<file path="config.mk">
export PLATFORM = sky130hd
export DESIGN_NAME = prog_counter
export DESIGN_NICKNAME = d
export VERILOG_FILES = /design/src/rtl/count_pkg.sv /design/src/rtl/count_prescaler.sv /design/src/rtl/prog_counter.sv
export SDC_FILE = /design/constraint.sdc
export NUM_CORES = 1
export LEC_CHECK = 0
export ABC_CLOCK_PERIOD_IN_PS = 1690
export BUFFER_PORTS_ARGS = -buffer_cell sky130_fd_sc_hd__buf_2
export CORE_AREA = 5 5 42 44
export DETAILED_ROUTE_END_ITERATION = 10
export DIE_AREA = 0 0 47 49
export PLACE_DENSITY = 0.65
export SLEW_MARGIN = 20
export SYNTH_ARGS = -nofsm -noshare
export SYNTH_HDL_FRONTEND = slang
export SYNTH_SLANG_ARGS = --single-unit
</file>
<file path="constraint.sdc">
create_clock -name clk -period 1.69 [get_ports clk]
set_input_delay 0.169 -clock clk [delete_from_list [all_inputs] [get_ports clk]]
set_output_delay 0.169 -clock clk [all_outputs]
set_load 0.005 [all_outputs]
</file>
<file path="src/rtl/count_pkg.sv">
`default_nettype none
// ============================================================================
//  Module   : count_pkg
//  Purpose  : Shared encodings for the programmable counter family:
//             count direction and limit-handling mode.
//  Revision : 1.0  initial release
// ============================================================================
package count_pkg;

    // Count direction as seen on the dir input
    localparam logic DIR_UP   = 1'b1;
    localparam logic DIR_DOWN = 1'b0;

    // Limit handling selected by the SATURATE parameter
    localparam int MODE_WRAP = 0;
    localparam int MODE_SAT  = 1;

endpackage : count_pkg
`default_nettype wire

</file>
<file path="src/rtl/count_prescaler.sv">
`default_nettype none
// ============================================================================
//  Module   : count_prescaler
//  Purpose  : Divides the enable stream by PRESCALE. tick is high on the
//             enabled cycle that completes a prescale period.
//  Revision : 1.0  initial release
// ============================================================================
module count_prescaler #(
    parameter int PRESCALE = 1
) (
    input  logic clk,
    input  logic rst,
    input  logic en,
    input  logic clr,
    output logic tick
);

    // A 1-bit counter is kept for PRESCALE=1; its terminal value is 0, so it
    // never leaves 0 and tick degenerates to en.
    localparam int                 c_psc_w    = (PRESCALE > 1) ? $clog2(PRESCALE) : 1;
    localparam logic [c_psc_w-1:0] c_psc_last = c_psc_w'(PRESCALE - 1);

    logic [c_psc_w-1:0] r_psc;

    // Prescale phase: cleared by reset or load, advanced only on enabled cycles
    always_ff @(posedge clk) begin
        if (rst || clr) begin
            r_psc <= '0;
        end else if (en) begin
            if (r_psc == c_psc_last) begin
                r_psc <= '0;
            end else begin
                r_psc <= r_psc + c_psc_w'(1);
            end
        end
    end

    assign tick = en && (r_psc == c_psc_last);

endmodule : count_prescaler
`default_nettype wire

</file>
<file path="src/rtl/prog_counter.sv">
`default_nettype none
// ============================================================================
//  Module   : prog_counter
//  Purpose  : Up/down modulo counter with prescaler, parallel load, and
//             wrap or saturate behaviour at the limits. out and tc are
//             registered and aligned with each other.
//  Revision : 1.0  initial release
// ============================================================================
module prog_counter
    import count_pkg::*;
#(
    parameter int WIDTH    = 5,
    parameter int MODULUS  = 32,
    parameter int SATURATE = 0,
    parameter int PRESCALE = 1
) (
    input  logic             clk,
    input  logic             rst,
    input  logic             en,
    input  logic             dir,
    input  logic             load,
    input  logic [WIDTH-1:0] load_val,
    output logic [WIDTH-1:0] out,
    output logic             tc
);

    localparam logic [WIDTH-1:0] c_max    = WIDTH'(MODULUS - 1);
    localparam logic [WIDTH-1:0] c_max_m1 = WIDTH'(MODULUS - 2);
    localparam logic [WIDTH-1:0] c_one    = WIDTH'(1);
    localparam bit               c_sat    = (SATURATE == MODE_SAT);

    // Refuse to elaborate with a count range the output cannot represent
    generate
        if (!((MODULUS >= 2) && (longint'(MODULUS) <= (longint'(1) << WIDTH)) &&
              (PRESCALE >= 1) &&
              ((SATURATE == MODE_WRAP) || (SATURATE == MODE_SAT)))) begin : g_bad_params
            $fatal(1, "prog_counter: illegal WIDTH/MODULUS/SATURATE/PRESCALE combination");
        end
    endgenerate

    logic             w_tick;
    logic [WIDTH-1:0] w_step_val;
    logic             w_step_tc;
    logic [WIDTH-1:0] r_out;
    logic             r_tc;

    // Load restarts the prescale period so the first step after a load
    // always takes a full PRESCALE enabled cycles.
    count_prescaler #(
        .PRESCALE (PRESCALE)
    ) u_prescaler (
        .clk  (clk),
        .rst  (rst),
        .en   (en),
        .clr  (load),
        .tick (w_tick)
    );

    // Next count and terminal flag for a step in the current direction
    always_comb begin
        w_step_val = r_out;
        w_step_tc  = 1'b0;
        case (dir)
            DIR_UP: begin
                if (r_out == c_max) begin
                    if (!c_sat) begin
                        w_step_val = '0;
                        w_step_tc  = 1'b1;
                    end
                end else begin
                    w_step_val = r_out + c_one;
                    w_step_tc  = c_sat && (r_out == c_max_m1);
                end
            end
            DIR_DOWN: begin
                if (r_out == '0) begin
                    if (!c_sat) begin
                        w_step_val = c_max;
                        w_step_tc  = 1'b1;
                    end
                end else begin
                    w_step_val = r_out - c_one;
                    w_step_tc  = c_sat && (r_out == c_one);
                end
            end
        endcase
    end

    // Count register: reset beats load, load beats a step; tc is a one-cycle pulse
    always_ff @(posedge clk) begin
        if (rst) begin
            r_out <= '0;
            r_tc  <= 1'b0;
        end else if (load) begin
            r_out <= (load_val > c_max) ? c_max : load_val;
            r_tc  <= 1'b0;
        end else if (w_tick) begin
            r_out <= w_step_val;
            r_tc  <= w_step_tc;
        end else begin
            r_tc  <= 1'b0;
        end
    end

    assign out = r_out;
    assign tc  = r_tc;

endmodule : prog_counter
`default_nettype wire

</file>
Yosys cells after proc, flatten, opt, wreduce, memory -nomap -nowiden
Index checks and enable logic that the tools add are counted.
{ "word_totals": {"regBits": 7, "output_inout_bits": 6, "word_cells": 26} }
{ "op_classes": {"n_addsub": 3, "n_lt_le_gt_ge": 1, "eq_ne": 1, "mux": 10, "n_bitwise": 3, "n_reduce_logical": 5} }
{ "op_table": {"columns": ["op", "n"], "rows": [
  ["2-to-1 mux 5 bit", 5],
  ["one-hot mux 5 bit (2 select lines)", 1],
  ["adder 5 x 1 -> 5 bit (second input constant)", 1],
  ["equality test 5 bit (second input constant)", 1],
  ["greater-than comparator 5 bit (second input constant)", 1],
  ["zero test 5 bit", 1],
  ["subtractor 5 x 1 -> 5 bit (second input constant)", 1],
  ["2-to-1 mux 1 bit", 3],
  ["inverter 1 bit", 3],
  ["OR reduction 3 bit", 1],
  ["one-hot mux 1 bit (2 select lines)", 1],
  ["nonzero test 2 bit", 1],
  ["adder 1 bit (second input constant)", 1],
  ["logical AND 1 bit", 1],
  ["logical OR 1 bit", 1]
]} }

Logic depth before layout (Yosys ltp)
Gate-level depths: netlist of the first run.
{ "logic_depth": {"depth_word": 5, "ltp_mapped": 7, "depth_no_buf": 7} }

Cells and area by module
From an unflattened synthesis of the first run, not the netlist that was laid out.
{ "unflattened": {"hier_cells": 69, "area_unflattened_um2": 544.3} }
{ "by_module_without_submodules": {"columns": ["mod", "n_inst", "cells_each", "area_each_um2"], "rows": [
  ["prog_counter", 1, 68, 536.8],
  ["count_prescaler", 1, 1, 7.5]
]} }

Worst setup path before layout of the first run
No wires, ideal clock.
{ "synth_timing": {"kind": "register to register", "from": "reg r_out[0], in the netlist out[0]", "to": "reg r_out[3], in the netlist out[3]", "setup_time_ns": 0.116, "arrival_ns": 1.724, "required_time_ns": 1.574, "slack_ns": -0.150, "path_stages_with_launch": 7, "period_less_slack_ns": 1.840, "cell_sequence": "dfxtp_1 -> ha_1 -> and3_1 -> ha_1 -> nor3_1 -> or4_1 -> o211a_1"} }
{ "synth_between": {"elab_chain_cells": 5} }
{ "synth_rtl": {"columns": ["item", "line_no", "text"], "rows": [
  ["start, declared", "prog_counter.sv:44", "logic [WIDTH-1:0] r_out;"],
  ["start signal, assigned", "prog_counter.sv:95", "r_out <= (load_val > c_max) ? c_max : load_val;"],
  ["start signal, assigned", "prog_counter.sv:98", "r_out <= w_step_val;"],
  ["subtractor 5 x 1 -> 5 bit (tied with other cells)", "prog_counter.sv:82", "w_step_val = r_out - c_one;"],
  ["2-to-1 mux 5 bit (on tied branches)", "prog_counter.sv:76, prog_counter.sv:65", null],
  ["one-hot mux 5 bit (2 select lines) (*)", "prog_counter.sv:63", "case (dir)"],
  ["2-to-1 mux 5 bit (*)", "prog_counter.sv:97", "end else if (w_tick) begin"],
  ["2-to-1 mux 5 bit (*)", "prog_counter.sv:94", "end else if (load) begin"]
]} }
Mark *: on every way between the ends. The rest lies on a longest branch, timed or not. The select of a mux whose other input is x is not followed.
A chain may end at the register's enable or synchronous reset.

Worst setup path in the final report of the first run
{ "layout_timing": {"from": "reg r_out[1], in the netlist out[1]", "to": "reg r_out[3], in the netlist out[3]"} }
The elaborated chain is that of the path after synthesis.

==> results of run 1 <==
## synthesized netlist by cell type (2+ instances only)
cell type	count	share of area (%)
ha_1	4	9.3
a21oi_1	7	6.5
o211ai_1	2	2.8
nor2_1	9	6.3
inv_1	5	3.5
nand2b_1	2	2.3
dfxtp_1	6	22
o211a_1	2	3.7
o21ai_0	2	1.9
nor3_1	4	3.7
buf_6	2	4.2
nor2b_1	2	2.3
## metal layers
layer / vias to the layer above / track usage (%) / wire (um)
met2: 22 / 21.0 / 758
li1: 295 / - / -
met1: 271 / 18.7 / 689
met4: 0 / 2.76 / 10
met5: - / 0 / 0
met3: 2 / 5.54 / 99
## layout make-up
| cell class | instances | share of cell area [%] |
|---|---|---|
| inverter | 6 | 3.34 |
| clock buffer | 3 | 3.16 |
| timing repair buffer | 22 | 17.9 |
| multi-input combinational | 53 | 54.8 |
| sequential | 6 | 17.9 |
| tap | 16 | 2.81 |
## path summary, 6_finish.rpt
| check | end | slack, ns | cells past startpoint |
|---|---|---|---|
| min | out[1] | 0.18 | 2 |
| max reg2reg | out[3] | 0.05 | 6 |
| max | out[3] | 0.05 | 6 |
| min reg2reg | out[1] | 0.71 | 4 |
## repair_timing
action	4_1_cts	5_1_grt
setup endpoints to repair	0	1
resized for setup	0	1
setup buffers	0	1
## where the power goes
part	switching [mW]	internal, mW
registers	0.0143	0.152
clock network	0.0589	0.0808
logic	0.0747	0.0662
## sequential cells by signal, indices dropped and copies added (netlist names)
name	count
tc	1
out	5
## kinds of logic after synthesis
group | Yosys count | synth area share [%]
xor+xnor | 1 | 1.64
fa+ha+maj | 4 | 9.35
mux | 1 | 1.87
buf+inv | 10 | 10.7
simple gates | 25 | 25.9
flops | 6 | 22.4
compound gates | 22 | 28.0
## per-stage QoR
stage / hold WS [ns] / instance area (um2)
6_report: 0.177 / 712
5_1_grt: 0.166 / 712
4_1_cts: 0.169 / 702
3_5_place_dp: 0.428 / 679
3_3_place_gp: 0.423 / 679
2_1_floorplan: 0.228 / 573
==> impl_metrics.env, run 1 <==
export IMPL_status="finished clean"
export IMPL_layout_drive_gt1_share_pct=36.7
export IMPL_finalCriticalPeriod_ns=1.64
export IMPL_rsz0062_at_grt="false"
export IMPL_post_route_period_util_pct=97.3
export IMPL_synth_edff_count=0
export IMPL_die_y_um=49
export IMPL_coreArea_um2=1400
export IMPL_max_freq_ghz=0.608
export IMPL_area_growth_synth_to_final_pct=32.9
export IMPL_worst_pin_slew_ns=0.407
export IMPL_path_cells="ha_4 > and3_4 > ha_4 > nor3_1 > or4_1 > o211a_1"
export IMPL_final_core_util_pct=50.8
export IMPL_dp_hpwl_um=1120
export IMPL_path_buf_inv=0
export IMPL_synth_avg_cell_area_um2=7.76
export IMPL_ys_seq_elements=6
export IMPL_cts_tree="yes"
export IMPL_first_global_vias=510
export IMPL_final_common_cell="buf_2"
export IMPL_synth_distinct_cells=34
export IMPL_cp_required_ns=1.84
export IMPL_die_w_um=47
export IMPL_fin_skew_ns=0.00962
export IMPL_relSlewSlack_pct=72.8
export IMPL_yosys_warnings=0
export IMPL_pre_cts_ws_ns=0.0321
export IMPL_finalHoldViolations=0
export IMPL_antenna_found_initial=0
export IMPL_diodes=0
export IMPL_numClockSinks=6
export IMPL_ir_worst_vdd_uv=413
export IMPL_overflow=0
export IMPL_setup_slack_ns=0.0454
export IMPL_ys_seq_area_share_pct=22.4
export IMPL_crit_path_top_delay_cell="or4_1"
export IMPL_initial_core_util_pct=38.2
export IMPL_pwr_density_cell_nw_per_um2=627
export IMPL_rows=14
export IMPL_ant_nets=0
export IMPL_gp_congestion=0.778
export IMPL_firstDrtPassIters=4
export IMPL_ios=16
export IMPL_totalWireLength_um=1560
export IMPL_drcViolationCount=0
export IMPL_vias=590
export IMPL_start_kind="flip-flop"
export IMPL_critPathLaunch="out[1]"
export IMPL_crit_top_cell="ha_4"
export IMPL_maxSlewViolCount=0
export IMPL_multi_input_area_um2=390
export IMPL_mostFrequentLayoutCells="buf_2, nor2_1, a21oi_1, buf_4, inv_1"
export IMPL_tns_ns=0
export IMPL_fillers=144
export IMPL_netlist_area_um2=536
export IMPL_ctsHtreeMaxLevel=1
export IMPL_wire_per_inst_um=14.7
export IMPL_setup_viol=0
export IMPL_p_leak_nw=0.330
export IMPL_slowest_delay_ns=0.46
export IMPL_maxCapViolCount=0
export IMPL_worstSetupPathType="flip-flop to flip-flop"
export IMPL_grtUsageTotal_pct=14.0
export IMPL_io_buffers=15
export IMPL_async_flop_share_pct=0
export IMPL_hold_class="input port to flip-flop"
export IMPL_vias_per_cell=5.57
export IMPL_worst_setup_path_end_kind="flip-flop"
export IMPL_clk_latency_ns=0.25
export IMPL_clock_path_buffers=2
export IMPL_initialDrtViolationCount=8
export IMPL_path_clk_slew_ns=0.05
export IMPL_hold_path_startpoint="rst"
export IMPL_cts_root_buffer="clkbuf_4"
export IMPL_synth_flop_cell="dfxtp_1"
export IMPL_place_inst=102
export IMPL_die_area_um2=2300
export IMPL_synthCells=69
export IMPL_cp_top_family="simple AND/OR/NAND/NOR gates"
export IMPL_register_area_um2=128
export IMPL_hold_buffers=0
export IMPL_syn_nets=83
export IMPL_crit_fanout=4
export IMPL_final_cells=106
export IMPL_grt_max_degree=15
export IMPL_critPathArrivalTime_ns=1.79
export IMPL_grt_pass1_wl_um=2330
export IMPL_reg2reg_from="out[1]"
export IMPL_p_total_mw=0.447
export IMPL_nNetsFinal=106
export IMPL_cts_buffers_inserted=3
Note: power is estimated with default switching activity, not from simulation.
==> run 2: changes to the inputs <==
RECOVER_POWER = 50   (was not set)
==> run 2 against run 1 <==
  * Global-route usage did not move
  * Highest routed layer unchanged
  * Register-to-register slack barely moved
  * Die area did not move
  * Hold slack got worse by 0.0015 ns
  * Routed wire length fell by 0.90%
  * Clock-buffer cell count did not move
  * Sequential share of layout area rose by 0.095 points
  * Largest power group unchanged
  * Worst setup slack improved by 0.0030 ns
  * Utilization fell by 0.27 points
  * Final cell count did not move
==> impl_metrics.env, run 2 (synthesis results as in run 1) <==
export IMPL_status="finished clean"
export IMPL_nNetsFinal=106
export IMPL_setup_viol=0
export IMPL_wire_per_inst_um=14.6
export IMPL_tns_ns=0
export IMPL_vias_per_cell=5.60
export IMPL_worstSetupPathType="flip-flop to flip-flop"
export IMPL_start_kind="flip-flop"
export IMPL_grt_max_degree=15
export IMPL_max_freq_ghz=0.609
export IMPL_die_area_um2=2300
export IMPL_ir_worst_vdd_uv=413
export IMPL_post_route_period_util_pct=97.1
export IMPL_path_clk_slew_ns=0.05
export IMPL_dp_hpwl_um=1120
export IMPL_fillers=146
export IMPL_coreArea_um2=1400
export IMPL_clk_latency_ns=0.25
export IMPL_die_w_um=47
export IMPL_initial_core_util_pct=38.2
export IMPL_diodes=0
export IMPL_ctsHtreeMaxLevel=1
export IMPL_setup_slack_ns=0.0484
export IMPL_pwr_density_cell_nw_per_um2=628
export IMPL_overflow=0
export IMPL_rsz0062_at_grt="false"
export IMPL_first_global_vias=510
export IMPL_worst_setup_path_end_kind="flip-flop"
export IMPL_firstDrtPassIters=4
export IMPL_cts_buffers_inserted=3
export IMPL_hold_buffers=0
export IMPL_ios=16
export IMPL_initialDrtViolationCount=7
export IMPL_maxSlewViolCount=0
export IMPL_dpl_cell_area_um2=679
export IMPL_gp_congestion=0.778
export IMPL_hold_class="input port to flip-flop"
export IMPL_p_leak_nw=0.326
export IMPL_grt_pass1_wl_um=2330
export IMPL_numClockSinks=6
export IMPL_finalCriticalPeriod_ns=1.64
export IMPL_finalHoldViolations=0
export IMPL_cp_required_ns=1.84
export IMPL_totalWireLength_um=1540
export IMPL_die_y_um=49
export IMPL_clock_path_buffers=2
export IMPL_relSlewSlack_pct=72.7
export IMPL_ant_nets=0
export IMPL_largest_reg_flops=5
export IMPL_fin_skew_ns=0.00888
export IMPL_layout_drive_gt1_share_pct=35.6
export IMPL_mostFrequentLayoutCells="buf_2, nor2_1, a21oi_1"
export IMPL_crit_fanout=4
export IMPL_pre_cts_ws_ns=0.0321
export IMPL_worst_pin_slew_ns=0.408
export IMPL_cts_tree="yes"
export IMPL_final_core_util_pct=50.5
export IMPL_cts_root_buffer="clkbuf_4"
export IMPL_area_growth_synth_to_final_pct=32.2
export IMPL_p_total_mw=0.445
export IMPL_vias=594
export IMPL_critPathArrivalTime_ns=1.79
export IMPL_antenna_found_initial=0
export IMPL_maxCapViolCount=0
export IMPL_rows=14
export IMPL_grtUsageTotal_pct=14.0
export IMPL_final_common_cell="buf_2"
export IMPL_io_buffers=15
export IMPL_post_route_cell_area_um2=708
export IMPL_drcViolationCount=0
-- run 2: cell types whose count changed in the layout (fill, tap and decap cells not counted) --
| cell | before | now |
|---|---|---|
| buf_4 | 7 | 6 |
| clkbuf_1 | 0 | 1 |
-- run 2: through the flow --
| stage | hold WS, ns | cells |
|---|---|---|
| floorplan | 0.228 | 69 |
| global placement | 0.423 | 102 |
| detailed placement | 0.428 | 102 |
| CTS | 0.169 | 105 |
| global route | 0.166 | 106 |
| finish | 0.176 | 106 |
-- run 2: cell type report --
type / count / area [um2] / share of cell area [%]
multi-input cells: 53 / 390 / 55.1
inverters: 6 / 23.8 / 3.36
repair buffers: 22 / 124 / 17.5
clock buffers: 3 / 22.5 / 3.18
flip-flops and latches: 6 / 128 / 18.0
well taps: 16 / 20.0 / 2.83
-- run 2: what timing repair did --
item | CTS | global route
endpoints found under the setup margin | 0 | 1
resized for setup | 0 | 1
buffers inserted | 0 | 1
-- run 2: path summary, 6_finish.rpt --
path              cells past startpoint  startpoint      to  slack, ns
setup reg to reg                      6      out[1]  out[3]       0.05
setup / recovery                      6      out[1]  out[3]       0.05
hold / removal                        2         rst  out[1]       0.18
hold reg to reg                       4      out[1]  out[1]       0.71
-- run 2: power breakdown --
part           internal [mW]  switching [mW]
sequential             0.152          0.0144
combinational         0.0646          0.0747
clock                 0.0808          0.0584
-- run 2: routing by layer --
| metal | global-route usage [%] | wire length [um] | up-vias |
|---|---|---|---|
| met5 | 0 | 0 | - |
| met4 | 2.76 | 10 | 0 |
| li1 | - | - | 293 |
| met1 | 18.7 | 677 | 279 |
| met3 | 5.54 | 88 | 2 |
| met2 | 21.0 | 766 | 20 |
-- run 2: worst max-delay path, stage by stage, from the launching register on --
cell and delay, ns:
dfxtp_4 0.36, ha_4 0.13, and3_4 0.20, ha_4 0.13, nor3_1 0.04, or4_1 0.46
o211a_1 0.21
